## config.mk

```make
export PLATFORM = sky130hd
export DESIGN_NAME = capture_sequencer
export DESIGN_NICKNAME = d
export VERILOG_FILES = /design/src/rtl/capture_sequencer.sv
export SDC_FILE = /design/constraint.sdc
export NUM_CORES = 1
export LEC_CHECK = 0
export ABC_AREA = 1
export CORE_ASPECT_RATIO = 1.5
export CORE_MARGIN = 5
export CORE_UTILIZATION = 35
export CTS_CLUSTER_DIAMETER = 200
export DETAILED_ROUTE_END_ITERATION = 10
export SLEW_MARGIN = 10
export SYNTH_ARGS = -nofsm -noshare
export SYNTH_HDL_FRONTEND = slang
export SYNTH_SLANG_ARGS = --single-unit
```

## constraint.sdc

```tcl
create_clock -name CAP_CLK -period 5.51 [get_ports CAP_CLK]
set_input_delay 1.102 -clock CAP_CLK [delete_from_list [all_inputs] [get_ports CAP_CLK]]
set_output_delay 1.102 -clock CAP_CLK [all_outputs]
set_load 0.03 [all_outputs]
```

## src/rtl/capture_sequencer.sv

```systemverilog
// capture_sequencer
//   Runs one SUMP capture over the capture BRAM: divides the sample clock, writes samples into a
//   ring buffer, pre-fills, qualifies the trigger, counts post-trigger samples, then streams the
//   captured bytes newest first toward the UART TX path.
//
// Ports
//   CAP_CLK, RST           clock, synchronous active-high reset
//   CAP                    8 input channels
//   cfg_div                sample every cfg_div+1 clocks
//   cfg_mask / cfg_value   trigger mask and required levels
//   cfg_read_cnt           samples to return (clamped to the buffer depth)
//   cfg_delay_cnt          samples to capture after the trigger (clamped to read count)
//   arm / abort            start / cancel pulses from the command decoder
//   BRAM_IN, BRAM_ADDR_W, B_CE_W   BRAM write port
//   BRAM_ADDR_R, B_CE_R, BRAM_OUT  BRAM read port (data one cycle after B_CE_R)
//   out_data/out_valid/out_ready   readback byte stream
//   busy, triggered, done          status
module capture_sequencer #(
  parameter int unsigned ADDR_W = 13,
  parameter int unsigned DIV_W  = 24,
  parameter int unsigned CNT_W  = 16
) (
  input  logic              CAP_CLK,
  input  logic              RST,
  input  logic [7:0]        CAP,
  input  logic [DIV_W-1:0]  cfg_div,
  input  logic [7:0]        cfg_mask,
  input  logic [7:0]        cfg_value,
  input  logic [CNT_W-1:0]  cfg_read_cnt,
  input  logic [CNT_W-1:0]  cfg_delay_cnt,
  input  logic              arm,
  input  logic              abort,
  output logic [7:0]        BRAM_IN,
  output logic [ADDR_W-1:0] BRAM_ADDR_W,
  output logic              B_CE_W,
  output logic [ADDR_W-1:0] BRAM_ADDR_R,
  output logic              B_CE_R,
  input  logic [7:0]        BRAM_OUT,
  output logic [7:0]        out_data,
  output logic              out_valid,
  input  logic              out_ready,
  output logic              busy,
  output logic              triggered,
  output logic              done
);
  // Counts are one bit wider than either the count inputs or the address so the full depth fits.
  localparam int unsigned CW = (CNT_W > ADDR_W) ? CNT_W + 1 : ADDR_W + 1;
  localparam logic [CW-1:0] DEPTH = CW'(1) << ADDR_W;

  typedef enum logic [2:0] {
    StIdle,
    StPre,
    StWaitTrig,
    StPost,
    StRead,
    StDone
  } state_e;

  state_e r_state, w_state_d, w_read_entry;

  logic [DIV_W-1:0]  r_div, r_div_cnt;
  logic [7:0]        r_mask, r_value;
  logic [CW-1:0]     r_read, r_delay, r_pre;
  logic [CW-1:0]     r_pre_cnt, r_post_cnt, r_issue_left, r_xfer_left;
  logic [ADDR_W-1:0] r_wr_addr, r_rd_addr;
  logic              r_pending, r_out_valid, r_triggered;
  logic [7:0]        r_out_data;

  logic [CW-1:0] w_read_ext, w_delay_ext, w_cfg_read, w_cfg_delay, w_cfg_pre, w_pre_cnt_inc;
  logic          w_capturing, w_tick, w_we, w_re, w_hit, w_xfer, w_cap_end;

  assign w_read_ext  = CW'(cfg_read_cnt);
  assign w_delay_ext = CW'(cfg_delay_cnt);
  assign w_cfg_read  = (w_read_ext > DEPTH) ? DEPTH : w_read_ext;
  assign w_cfg_delay = (w_delay_ext > w_cfg_read) ? w_cfg_read : w_delay_ext;
  assign w_cfg_pre   = w_cfg_read - w_cfg_delay;

  assign w_capturing   = (r_state == StPre) || (r_state == StWaitTrig) || (r_state == StPost);
  assign w_tick        = w_capturing && (r_div_cnt == '0);
  // Abort suppresses the enables in its own cycle so the BRAM is left untouched.
  assign w_we          = w_tick && !abort;
  assign w_hit         = ((CAP ^ r_value) & r_mask) == 8'h00;
  assign w_pre_cnt_inc = (r_pre_cnt == DEPTH) ? DEPTH : r_pre_cnt + CW'(1);
  assign w_xfer        = r_out_valid && out_ready;
  // One read in flight at most; the next may issue in the cycle the held byte transfers.
  assign w_re          = (r_state == StRead) && (r_issue_left != '0) && !r_pending &&
                         (!r_out_valid || out_ready) && !abort;
  // Final capture write: trigger sample with no delay, or the last post-trigger sample.
  assign w_cap_end     = w_we && (((r_state == StWaitTrig) && w_hit && (r_delay == '0)) ||
                                  ((r_state == StPost) && (r_post_cnt == CW'(1))));
  assign w_read_entry  = (r_read == '0) ? StDone : StRead;

  always_ff @(posedge CAP_CLK) begin
    if (RST) begin
      r_state <= StIdle;
    end else begin
      r_state <= w_state_d;
    end
  end

  always_comb begin
    w_state_d = r_state;
    case (r_state)
      StIdle:     if (arm) w_state_d = (w_cfg_pre == '0) ? StWaitTrig : StPre;
      StPre:      if (w_we && (w_pre_cnt_inc == r_pre)) w_state_d = StWaitTrig;
      StWaitTrig: if (w_we && w_hit) w_state_d = (r_delay == '0) ? w_read_entry : StPost;
      StPost:     if (w_cap_end) w_state_d = w_read_entry;
      StRead:     if (w_xfer && (r_xfer_left == CW'(1))) w_state_d = StDone;
      StDone:     w_state_d = StIdle;
      default:    w_state_d = StIdle;
    endcase
    if (abort) w_state_d = StIdle;

    BRAM_IN     = w_we ? CAP : 8'h00;
    BRAM_ADDR_W = w_we ? r_wr_addr : '0;
    B_CE_W      = w_we;
    BRAM_ADDR_R = w_re ? r_rd_addr : '0;
    B_CE_R      = w_re;
    out_data    = r_out_data;
    out_valid   = r_out_valid;
    busy        = (r_state != StIdle);
    triggered   = r_triggered;
    done        = (r_state == StDone);
  end

  always_ff @(posedge CAP_CLK) begin
    if (RST) begin
      r_div        <= '0;
      r_div_cnt    <= '0;
      r_mask       <= '0;
      r_value      <= '0;
      r_read       <= '0;
      r_delay      <= '0;
      r_pre        <= '0;
      r_pre_cnt    <= '0;
      r_post_cnt   <= '0;
      r_issue_left <= '0;
      r_xfer_left  <= '0;
      r_wr_addr    <= '0;
      r_rd_addr    <= '0;
      r_pending    <= 1'b0;
      r_out_valid  <= 1'b0;
      r_out_data   <= '0;
      r_triggered  <= 1'b0;
    end else if (abort) begin
      r_div_cnt   <= '0;
      r_pending   <= 1'b0;
      r_out_valid <= 1'b0;
    end else begin
      r_pending <= w_re;

      if ((r_state == StIdle) && arm) begin
        r_div        <= cfg_div;
        r_mask       <= cfg_mask;
        r_value      <= cfg_value;
        r_read       <= w_cfg_read;
        r_delay      <= w_cfg_delay;
        r_pre        <= w_cfg_pre;
        r_pre_cnt    <= '0;
        r_post_cnt   <= '0;
        r_issue_left <= w_cfg_read;
        r_xfer_left  <= w_cfg_read;
        r_div_cnt    <= '0;
        r_wr_addr    <= '0;
        r_rd_addr    <= '0;
        r_triggered  <= 1'b0;
      end

      if (w_capturing) begin
        r_div_cnt <= (r_div_cnt == r_div) ? '0 : r_div_cnt + DIV_W'(1);
      end

      if (w_we) begin
        r_wr_addr <= r_wr_addr + ADDR_W'(1);
        if (r_state == StPre) r_pre_cnt <= w_pre_cnt_inc;
        if ((r_state == StWaitTrig) && w_hit) begin
          r_triggered <= 1'b1;
          r_post_cnt  <= r_delay;
        end
        if (r_state == StPost) r_post_cnt <= r_post_cnt - CW'(1);
      end

      // Readback starts at the address just written and walks backwards.
      if (w_cap_end) r_rd_addr <= r_wr_addr;

      if (w_re) begin
        r_rd_addr    <= r_rd_addr - ADDR_W'(1);
        r_issue_left <= r_issue_left - CW'(1);
      end

      if (r_pending) begin
        r_out_data  <= BRAM_OUT;
        r_out_valid <= 1'b1;
      end else if (w_xfer) begin
        r_out_valid <= 1'b0;
      end

      if (w_xfer) r_xfer_left <= r_xfer_left - CW'(1);
    end
  end

endmodule

```

; ---- Word-level counts from Yosys, hierarchy flattened
; Cells that the tools add are included.
[op_classes]
addsub = 8
n_lt_le_gt_ge = 2
n_eq_ne = 15
mux = 37
bitwise = 3
reduce_logical = 44
[ops]
columns = cell, count
row1 = two-way mux 17 bit, 11
row2 = two-way mux 13 bit, 6
row3 = two-way mux 24 bit, 3
row4 = zero test 17 bit, 3
row5 = "subtractor 17 x 1 -> 17 bit, second input constant", 3
row6 = "equality test 17 x 1 -> 1 bit, second input constant", 2
row7 = two-way mux 16 bit, 2
row8 = "adder 24 x 1 -> 24 bit, second input constant", 1
row9 = equality test 24 bit, 1
row10 = zero test 24 bit, 1
row11 = two-way mux 3 bit, 6
row12 = "adder 17 x 1 -> 17 bit, second input constant", 1
row13 = "equality test 17 x 14 -> 1 bit, second input constant", 1
row14 = equality test 17 bit, 1
row15 = nonzero test 17 bit, 1
row16 = subtractor 16 x 16 -> 17 bit, 1
row17 = "greater-than comparator 16 x 14 -> 1 bit, second input constant", 1
row18 = greater-than comparator 16 bit, 1
row19 = logical AND 1 bit, 15
row20 = one-hot mux 3 bit (5 select lines), 1
row21 = "adder 13 x 1 -> 13 bit, second input constant", 1
row22 = "subtractor 13 x 1 -> 13 bit, second input constant", 1
row23 = AND reduction 2 bit, 6
row24 = nonzero test 2 bit, 5
row25 = 18 further kinds, 34
[totals]
reg_bits = 223
out_inout_bits = 48
elab_cells = 127

; ---- Longest topological paths before layout
; Gate-level depths: netlist of the first run.
[logic_depth]
depth_word = 9
depth_mapped = 44
ltp_nobuf = 42

; ---- Worst setup path after synthesis of the first run
; OpenSTA, ideal clock, no wires.
[synth_path]
kind = in2reg
from = in cfg_read_cnt[15]
to = reg r_state[0]
setup_time_ns = 0.135
arrival_time_ns = 5.266
required_ns = 5.375
slack_ns = 0.109
cell_stages = 43
path_cell_list = nor2_1 -> nand3_1 -> nor2_1 -> nand2_1 -> nand2_4 -> inv_1 -> nor2_1 -> inv_1 -> ha_1 -> nand2_1 -> nand2_1 -> nand2_1 -> nand2_1 -> nand2_1 -> nand2_1 -> nand2_1 -> nand2_1 -> nand2_1 -> (+7 left out) -> nor2_1 -> a211oi_1 -> o21ai_0 -> and2_1 -> nand2_1 -> nand3_1 -> nand2_1 -> nand3_1 -> nand2_1 -> nand3b_1 -> nand2_1 -> nand2_1 -> nor2_1 -> nand2_1 -> nand2_1 -> nand2_1 -> nand2_1 -> a21oi_1
[synth_between]
elab_chain_cells = 9
[synth_rtl]
columns = element, line_no
row1 = "start, declared", 29  ; input logic [CNT_W-1:0] cfg_read_cnt,
row2 = greater-than comparator 16 x 14 -> 1 bit (*), 74  ; assign w_cfg_read = (w_read_ext > DEPTH) ? DEPTH : w_read_ext;
row3 = two-way mux 16 bit (*), 74
row4 = named net w_cfg_read[1], 69  ; logic [CW-1:0] w_read_ext, w_delay_ext, w_cfg_read, w_cfg_delay, w_cfg_pre, w_pre_cnt_inc;
row5 = greater-than comparator 16 bit, 75  ; assign w_cfg_delay = (w_delay_ext > w_cfg_read) ? w_cfg_read : w_delay_ext;
row6 = two-way mux 16 bit, 75
row7 = subtractor 16 x 16 -> 17 bit (*), 76  ; assign w_cfg_pre = w_cfg_read - w_cfg_delay;
row8 = zero test 17 bit (*), 104  ; StIdle: if (arm) w_state_d = (w_cfg_pre == '0) ? StWaitTrig : StPre;
row9 = two-way mux 2 bit (*), 104
row10 = two-way mux 3 bit (*), 104
row11 = one-hot mux 3 bit (5 select lines) (*), 103  ; case (r_state)
row12 = "end signal, assigned", 95  ; r_state <= StIdle;
row13 = "end signal, assigned", 97  ; r_state <= w_state_d;
row14 = "end, declared", 59  ; state_e r_state, w_state_d, w_read_entry;
; The timed path passes the listed nets; every way through them passes the cells marked *. The select of a mux whose other input is x is not followed.
; A chain may end at the register's enable or synchronous reset.

; ---- Worst setup path after layout of the first run
[layout_path]
from = in cfg_read_cnt[10]
to = reg r_state[1]
; The elaborated chain is that of the path after synthesis.

==> results.txt, run 1 <==
For this run, design rule violations remaining after detail routing come to 0. The most used flip-flop cell after synthesis is sky130_fd_sc_hd__dfxtp_1. The number of violations of the max-capacitance limit is 0.

Entering global routing, the biggest net connects 86 pins. The average cell area after synthesis came out at 6.61 µm². The portion of synthesized area spent on multiplexers is 0%. The setup slack of the critical path after layout is 334 ps. The routed via count divided by cell count came out at 5.13. The area growth from synthesis to layout is 25.6%.

In this run the number of H-tree levels came out at 1. In this run the most critical hold path is launched from r_issue_left[0]. The number of global-route vias before repair is ~14000. The largest incremental delay on the critical path is 420 ps.

The reg-to-reg setup timing slack is about 2100 ps. The number of instances on the worst hold path came out at 1. The worst setup slack after placement came out at -402 ps. The final hold slack is 434 ps. The maximum operating frequency is 193 MHz. The max-slew violation total from the final report was 0. In this run the tool buffered the top-level ports with 140 buffer cells. The count of nets left with antenna violations after detail routing is 0. The clock buffer count from CTS is 24. Synthesis produced a netlist whose cell count is 2040.

The count of hold buffers inserted by post-cts repair is 0. The setup path with the least slack is of type in -> reg. The path class of the tightest hold or removal check is reg -> reg. The fraction of synthesized cell area in xor and xnor cells is 4.58%. The worst setup path is captured at a flop. The path with the worst hold slack has its endpoint at r_issue_left[0]. The maximum root-to-sink buffer count is 3. In the final routed layout, each cell accounts on average for roughly 16 µm.

The row count came out at 88. Measured against its own limit, the worst slew margin works out to 41.3%. The share of flip-flops with an asynchronous set or reset after synthesis is 0%. The register bit total from synthesis is 221.

For this run the aggregate overflow at the end of global routing stands at 0. Summing the areas of all fa, ha and maj instances in the mapped netlist gives 3.58% of the synthesized area. The setup violation total in the final timing report is 0. The worst register-to-register path has a depth of 13. The warning count from the yosys run is 0. The number of synthesized flops with an enable pin came out at 0. In this run the power density over the cells is 250 nW/µm². The final period utilization came out at 93.9%.

For this design, the sink count on the clock tree is 221. VDD sags by at most 0.267 mV. The first global-routing pass estimated 69.2 mm of wire. The portion of the post-synthesis area used by sequential elements is 32.8%. The critical-path maximum fanout is 6. In this run the standard cell core region covers 38300 µm². The number of top-level pins is 141.

By area the synthesized netlist is led by sky130_fd_sc_hd__dfxtp_1, sky130_fd_sc_hd__nand2_1, sky130_fd_sc_hd__inv_1. The endpoint identified for the worst register-to-register timing path is r_issue_left[8]. The effective utilization at floorplan came out at 35.2%. The synthesized netlist contains 62 unique library cells. The final critical delay including setup and external delays came out at 5180 ps. The clock insertion delay at the later pin of the skew report came out at 550 ps. The compound-cell area share of the yosys netlist is 20.6%. The flow ran to the end, and the final reports show no timing, DRC or antenna violations. TritonCTS built the clock tree.

The final RePlAce weighted congestion is 0.914. The biggest area contributor in the post-synthesis netlist is sky130_fd_sc_hd__dfxtp_1. The HPWL reported at the end of detailed placement is 33.1 mm. The die extent in x is approximately 170 µm.

The initial antenna violation count was 3. The startpoint of the lowest-slack register-to-register path is r_issue_left[0]. The maximum clock skew at final layout came out at 36.2 ps. The count of final hold-check violations is 0. The area of the die is 42600 µm². STA classifies the critical path startpoint as a primary input. By area, the combinational part of the netlist is dominated by simple AND/OR/NAND/NOR gates. The data arrival at the endpoint of the critical path came out at 5630 ps. The synthesized cell area came out at ~13000 µm². The routed wire length is 43.5 mm. After synthesis, the largest area contributor takes up 32.8% of total cell area. The iteration count of the initial detailed-routing pass is 5. The ratio of cells with drive above 1 in the final layout is between 10% and 20%.

The number of DRC markers in iteration 0 came out at 1014. The vias after detailed routing is around 14000. The simple logic cell fraction of the synthesized area came out at 27.1%.

In this design, the critical path's most frequently occurring cell is sky130_fd_sc_hd__nand2_1. The slowest cell on the critical path is sky130_fd_sc_hd__clkdlybuf4s50_1. The required time at the worst-slack endpoint came out at 5970 ps.

The overall routing resource usage is 19.6%. The static power due to leakage came out at roughly 0.0072 µW. The tree is rooted in a sky130_fd_sc_hd__clkbuf_16. The clock slew at the register clock pins of the worst setup and hold paths came out at 70 ps. The pin slew with the least headroom to its limit is 880 ps. The count of nets after finishing is 2358.

The die height is approximately 250 µm.
-- Yosys cell counts, types with 3 or more instances --
cell                         n
sky130_fd_sc_hd__a211oi_1   10
sky130_fd_sc_hd__a21oi_1   168
sky130_fd_sc_hd__a221oi_1   16
sky130_fd_sc_hd__a22oi_1    13
sky130_fd_sc_hd__a311oi_1    3
sky130_fd_sc_hd__a31oi_1    25
sky130_fd_sc_hd__buf_1       6
sky130_fd_sc_hd__buf_2       8
sky130_fd_sc_hd__clkbuf_1   63
sky130_fd_sc_hd__dfxtp_1   221
sky130_fd_sc_hd__ha_1       37
sky130_fd_sc_hd__inv_1     300
sky130_fd_sc_hd__inv_2      14
sky130_fd_sc_hd__nand2_1   332
sky130_fd_sc_hd__nand2_2    11
sky130_fd_sc_hd__nand3_1    94
sky130_fd_sc_hd__nand3_2     3
sky130_fd_sc_hd__nand3b_1    4
sky130_fd_sc_hd__nand4_1    42
sky130_fd_sc_hd__nand4_2     3
sky130_fd_sc_hd__nor2_1    245
sky130_fd_sc_hd__nor2_2     14
sky130_fd_sc_hd__nor2_4      3
sky130_fd_sc_hd__nor3_1     39
sky130_fd_sc_hd__nor3_2      7
sky130_fd_sc_hd__nor4_1     19
sky130_fd_sc_hd__o211ai_1   26
sky130_fd_sc_hd__o21ai_0   179
sky130_fd_sc_hd__o21ai_1     3
sky130_fd_sc_hd__o21bai_1    4
sky130_fd_sc_hd__o22ai_1    11
sky130_fd_sc_hd__o31ai_1     6
sky130_fd_sc_hd__o32ai_1     3
sky130_fd_sc_hd__or2_2       3
sky130_fd_sc_hd__xnor2_1    13
sky130_fd_sc_hd__xor2_1     55
-- worst max path at each step --
stage                startpoint          to  slack, ps
6_report       cfg_read_cnt[10]  r_state[1]        330
4_1_cts        cfg_read_cnt[14]  r_state[1]        140
2_1_floorplan  cfg_read_cnt[15]  r_state[0]        110
3_5_place_dp   cfg_read_cnt[14]  r_state[1]       -400
3_3_place_gp   cfg_read_cnt[15]  r_state[0]       -270
5_1_grt         cfg_read_cnt[9]  r_state[0]        -50
-- report_power, final --
group | leakage (µW) | internal [µW] | switching (µW)
Clock | 0.000413 | 1020 | 690
Sequential | 0.00180 | 1660 | 47.5
Combinational | 0.00496 | 338 | 473
Total | 0.00718 | 3020 | 1210
-- worst max-delay path: cells and delay by family --
| family | cells | cell delay [ps] |
|---|---|---|
| simple gates | 28 | 2420 |
| fa+ha+maj | 2 | 540 |
| buf+inv | 8 | 1120 |
| compound gates | 4 | 430 |
-- stage by stage --
step	total power (µW)	std cells	TNS (ps)	cell area [µm²]	util (%)
final	4230	2743	0	16900	44.2
after global routing	4440	2743	-97.7	16900	44.2
after CTS	4250	2737	0	16700	43.6
after detailed placement	2530	2693	-1380	15900	41.4
after global placement	2520	2693	-641	15900	41.4
after floorplan	2200	2042	0	13500	-
-- timing repair --
action / CTS / global route
buffers inserted: 0 / 3
gates resized for setup: 0 / 59
setup endpoints to repair: 0 / 8
-- placed cells by master (no fill, tap or decap), types with 16 or more instances in the layout --
cell | Yosys | routed
sky130_fd_sc_hd__clkdlybuf4s50_1 | 0 | 114
sky130_fd_sc_hd__o21ai_0 | 179 | 171
sky130_fd_sc_hd__a221oi_1 | 16 | 16
sky130_fd_sc_hd__nand3_1 | 94 | 93
sky130_fd_sc_hd__xor2_1 | 55 | 54
sky130_fd_sc_hd__ha_1 | 37 | 31
sky130_fd_sc_hd__nor2_2 | 14 | 17
sky130_fd_sc_hd__inv_1 | 300 | 293
sky130_fd_sc_hd__clkbuf_16 | 0 | 24
sky130_fd_sc_hd__nand4_1 | 42 | 42
sky130_fd_sc_hd__a31oi_1 | 25 | 25
sky130_fd_sc_hd__dfxtp_1 | 221 | 221
sky130_fd_sc_hd__o211ai_1 | 26 | 26
sky130_fd_sc_hd__buf_4 | 1 | 121
sky130_fd_sc_hd__inv_2 | 14 | 19
sky130_fd_sc_hd__a21oi_1 | 168 | 166
sky130_fd_sc_hd__nor3_1 | 39 | 39
sky130_fd_sc_hd__nor4_1 | 19 | 19
sky130_fd_sc_hd__nand2_1 | 332 | 328
sky130_fd_sc_hd__nor2_1 | 245 | 234
-- flip-flops by register name (all words and copies together) (netlist names), 13 cells and up --
name and cells:
r_xfer_left 17, r_pre 17, r_pre_cnt 17, r_read 16, r_issue_left 17, r_delay 16, r_div_cnt 24, r_div 24
r_wr_addr 13, r_post_cnt 17, r_rd_addr 13
-- final cells by class --
| class | count | area (µm²) |
|---|---|---|
| antenna | 3 | 7.51 |
| clock buffer | 38 | 743 |
| clock inverter | 6 | 95.1 |
| fill | 3980 | 21400 |
| inverter | 316 | 1190 |
| multi-input combinational | 1423 | 7750 |
| sequential | 221 | 4420 |
| tap | 495 | 619 |
| timing repair buffer | 241 | 2110 |
-- cells by family after synthesis --
group | Yosys count
compound gates | 486
other cells | 2
fa+ha+maj | 38
flops | 221
simple gates | 826
buf+inv | 398
xor+xnor | 69
-- routing by layer --
metal | global-route usage [%] | wire [µm] | vias up
met5 | 0 | 0 | -
met4 | 8.15 | 1780 | 0
met1 | 21.8 | 17300 | 6510
met3 | 2.04 | 1620 | 99
li1 | - | - | 7131
met2 | 37.0 | 22900 | 341
(Power assumes the default switching activity.)
==> run 2, diff against run 1 <==
--- a/config.mk
+++ b/config.mk
@@ -7,10 +7,10 @@
 export LEC_CHECK = 0
 export ABC_AREA = 1
 export CORE_ASPECT_RATIO = 1.5
-export CORE_MARGIN = 5
-export CORE_UTILIZATION = 35
+export CORE_UTILIZATION = 30
 export CTS_CLUSTER_DIAMETER = 200
 export DETAILED_ROUTE_END_ITERATION = 10
+export PLACE_DENSITY = 0.54
 export SLEW_MARGIN = 10
 export SYNTH_ARGS = -nofsm -noshare
 export SYNTH_HDL_FRONTEND = slang
==> run 2 against run 1 <==
  * Sequential power is essentially flat
  * Register-to-register slack hardly changed
  * Count of clock-buffer cells in the layout is 4 lower
  * Fmax is 3.2% higher
  * Die area increased by 7.5%
  * Final area decreased by 0.66%
  * Largest power group unchanged
==> results.txt, run 2 (synthesized netlist as in run 1, its figures left out) <==
The worst setup slack after placement came to -357 ps (was -402 ps). The vias after detailed routing was 14000 (was 14100). The static power due to leakage was 0.00711 µW (was 0.00718 µW). The clock buffer count from CTS is 25 (was 24). The power per cell area is 250 nW/µm² (about the same). The largest incremental delay on the critical path is 430 ps (was 420 ps). The kind of critical path is in -> reg (unchanged). The iteration count of the initial detailed-routing pass is 5 (unchanged). The count of hold buffers inserted by post-cts repair came out at 0 (unchanged). The kind of path behind the tightest hold check is reg -> reg (unchanged). The die extent in x was 175 µm (was 170 µm). The routed via count divided by cell count is 4.98 (was 5.13). The number of top-level pins came out at 141 (unchanged). The clock insertion delay at the later pin of the skew report came out at 550 ps (about the same). The max-slew violation total from the final report came out at 0 (unchanged). The HPWL reported at the end of detailed placement was 33.2 mm (was 33.1 mm). The count of nets left with antenna violations after detail routing is 0 (unchanged). The maximum operating frequency came to 199 MHz (was 193 MHz). The endpoint class of the critical path is a flop (unchanged). The count of nets after finishing is 2353 (was 2358). The most common cell after layout, fill and taps aside is sky130_fd_sc_hd__nand2_1 (unchanged). The number of global-route vias before repair is 13700 (was 13600). Leading cell types in the layout, fill and taps excluded: sky130_fd_sc_hd__nand2_1, sky130_fd_sc_hd__inv_1, sky130_fd_sc_hd__nor2_1 (unchanged). The average wire length per cell after detail routing came out at 15.7 µm (was 15.9 µm).

The final critical delay including setup and external delays came out at 5010 ps (was 5180 ps). The routed wire length is 44.2 mm (was 43.5 mm). The count of H-tree levels built during CTS is 1 (unchanged). The cell repeated most along the worst path is sky130_fd_sc_hd__nand2_1 (unchanged). The ratio of cells with drive above 1 in the final layout is 10.8% (was 11.8%). The effective utilization at floorplan came to 30.6% (was 35.2%).

The critical-path maximum fanout is 6 (unchanged). The setup violation total in the final timing report is 0 (unchanged). The CTS tree is built (unchanged). The pin slew with the least headroom to its limit is 1070 ps (was 880 ps).

The total congestion overflow came out at 0 (unchanged). The setup slack of the critical path after layout is 497 ps (was 334 ps). The family with the most delay on the worst path is simple AND/OR/NAND/NOR gates (unchanged). The kind of start point of the critical path was a primary input (unchanged).

The buffer cell driving the clock tree root is sky130_fd_sc_hd__clkbuf_16 (unchanged). The die height came to 262 µm (was 250 µm). Registers with the most flip-flops: r_div: 24 flops, r_div_cnt: 24 flops (unchanged). The global-route wire length before repair is 70.8 mm (was 69.2 mm). The number of DRC markers in iteration 0 is 1003 (was 1014).

The maximum root-to-sink buffer count is 3 (unchanged). The remaining design rule violation count came out at 0 (unchanged). The maximum resistive drop on vdd is 0.230 mV (was 0.267 mV). The area added between synthesis and finish was 24.7% (was 25.6%). The data arrival at the endpoint of the critical path came out at 5470 ps (was 5630 ps). The initial antenna violation count came out at 2 (was 3).

The maximum clock skew at final layout came to 23.1 ps (was 36.2 ps). The overall routing resource usage was 19.1% (was 19.6%). The area of the die is 45800 µm² (was 42600 µm²). The slowest cell on the critical path is sky130_fd_sc_hd__fa_1 (was sky130_fd_sc_hd__clkdlybuf4s50_1). The required time at the worst-slack endpoint came out at 5970 ps (about the same).

The total power draw is 4200 µW (was 4230 µW). The count of buffer and inverter cells on the critical path was 6 (was 8). The largest net degree at the start of global routing came to 87 (was 86). The clock slew at the register clock pins of the worst setup and hold paths came out at 60 ps (was 70 ps). The final period utilization is 91.0% (was 93.9%). The worst max-slew margin expressed relative to the limit came out at 28.8% (was 41.3%). The count of final hold-check violations came to 0 (unchanged).

The total clock sinks is 221 (unchanged). Status: completed (unchanged). The final RePlAce weighted congestion is 0.907 (was 0.914). The number of violations of the max-capacitance limit came to 0 (unchanged). The number of buffer cells added on primary ports was 140 (unchanged). The row count came out at 94 (was 88). The core region area came out at 44100 µm² (was 38300 µm²).
run 2: final timing paths:
path / startpoint / to / slack (ps) / cells past startpoint
min reg2reg: r_issue_left[0] / r_issue_left[0] / 440 / 1
min: r_issue_left[0] / r_issue_left[0] / 440 / 1
max: cfg_read_cnt[15] / r_state[1] / 500 / 37
max reg2reg: r_issue_left[0] / r_issue_left[15] / 2070 / 13
run 2: power by group:
group          internal [µW]  switching [µW]
sequential              1660            47.3
clock                    996             699
combinational            325             470
run 2: per-stage QoR:
step	hold WS [ps]	TNS (ps)	cells	util [%]	cell area, µm²
floorplan	406	0	2042	-	13500
detailed placement	429	-1110	2771	36.1	15900
finish	439	0	2818	38.2	16800
CTS	442	0	2816	38.0	16800
global placement	419	-427	2771	36.1	15900
global route	470	-64.2	2818	38.2	16800
run 2: final cells by class:
class	count	area (µm²)
Antenna cell	2	5.00
Clock buffer	34	709
Clock inverter	11	118
Fill cell	4756	27300
Inverter	316	1190
Multi-Input combinational cell	1423	7610
Sequential cell	221	4420
Tap cell	576	721
Timing Repair Buffer	235	2050
run 2: worst reg2reg max path, stage by stage (launching register included):
cell and delay [ps]:
sky130_fd_sc_hd__dfxtp_1 310, sky130_fd_sc_hd__inv_1 90, sky130_fd_sc_hd__ha_1 200, sky130_fd_sc_hd__nand2_1 110
sky130_fd_sc_hd__nor3_2 240, sky130_fd_sc_hd__nand4_1 210, sky130_fd_sc_hd__nor2_1 220, sky130_fd_sc_hd__nand3_1 140
sky130_fd_sc_hd__o21ai_2 540, sky130_fd_sc_hd__inv_2 70, sky130_fd_sc_hd__buf_4 250, sky130_fd_sc_hd__nor2_1 690
sky130_fd_sc_hd__nand2_1 110, sky130_fd_sc_hd__a21oi_1 170
run 2: timing repair:
action / 4_1_cts / 5_1_grt
setup endpoints to repair: 0 / 5
gates resized for setup: 0 / 24
setup buffers: 0 / 0
run 2: metal layers:
metal	global-route usage, %	part of all wire, %	vias up
met3	1.56	3.1	69
met1	21.3	40	6521
li1	-	-	7123
met5	0	0	-
met4	7.71	3.2	0
met2	37.0	53	308
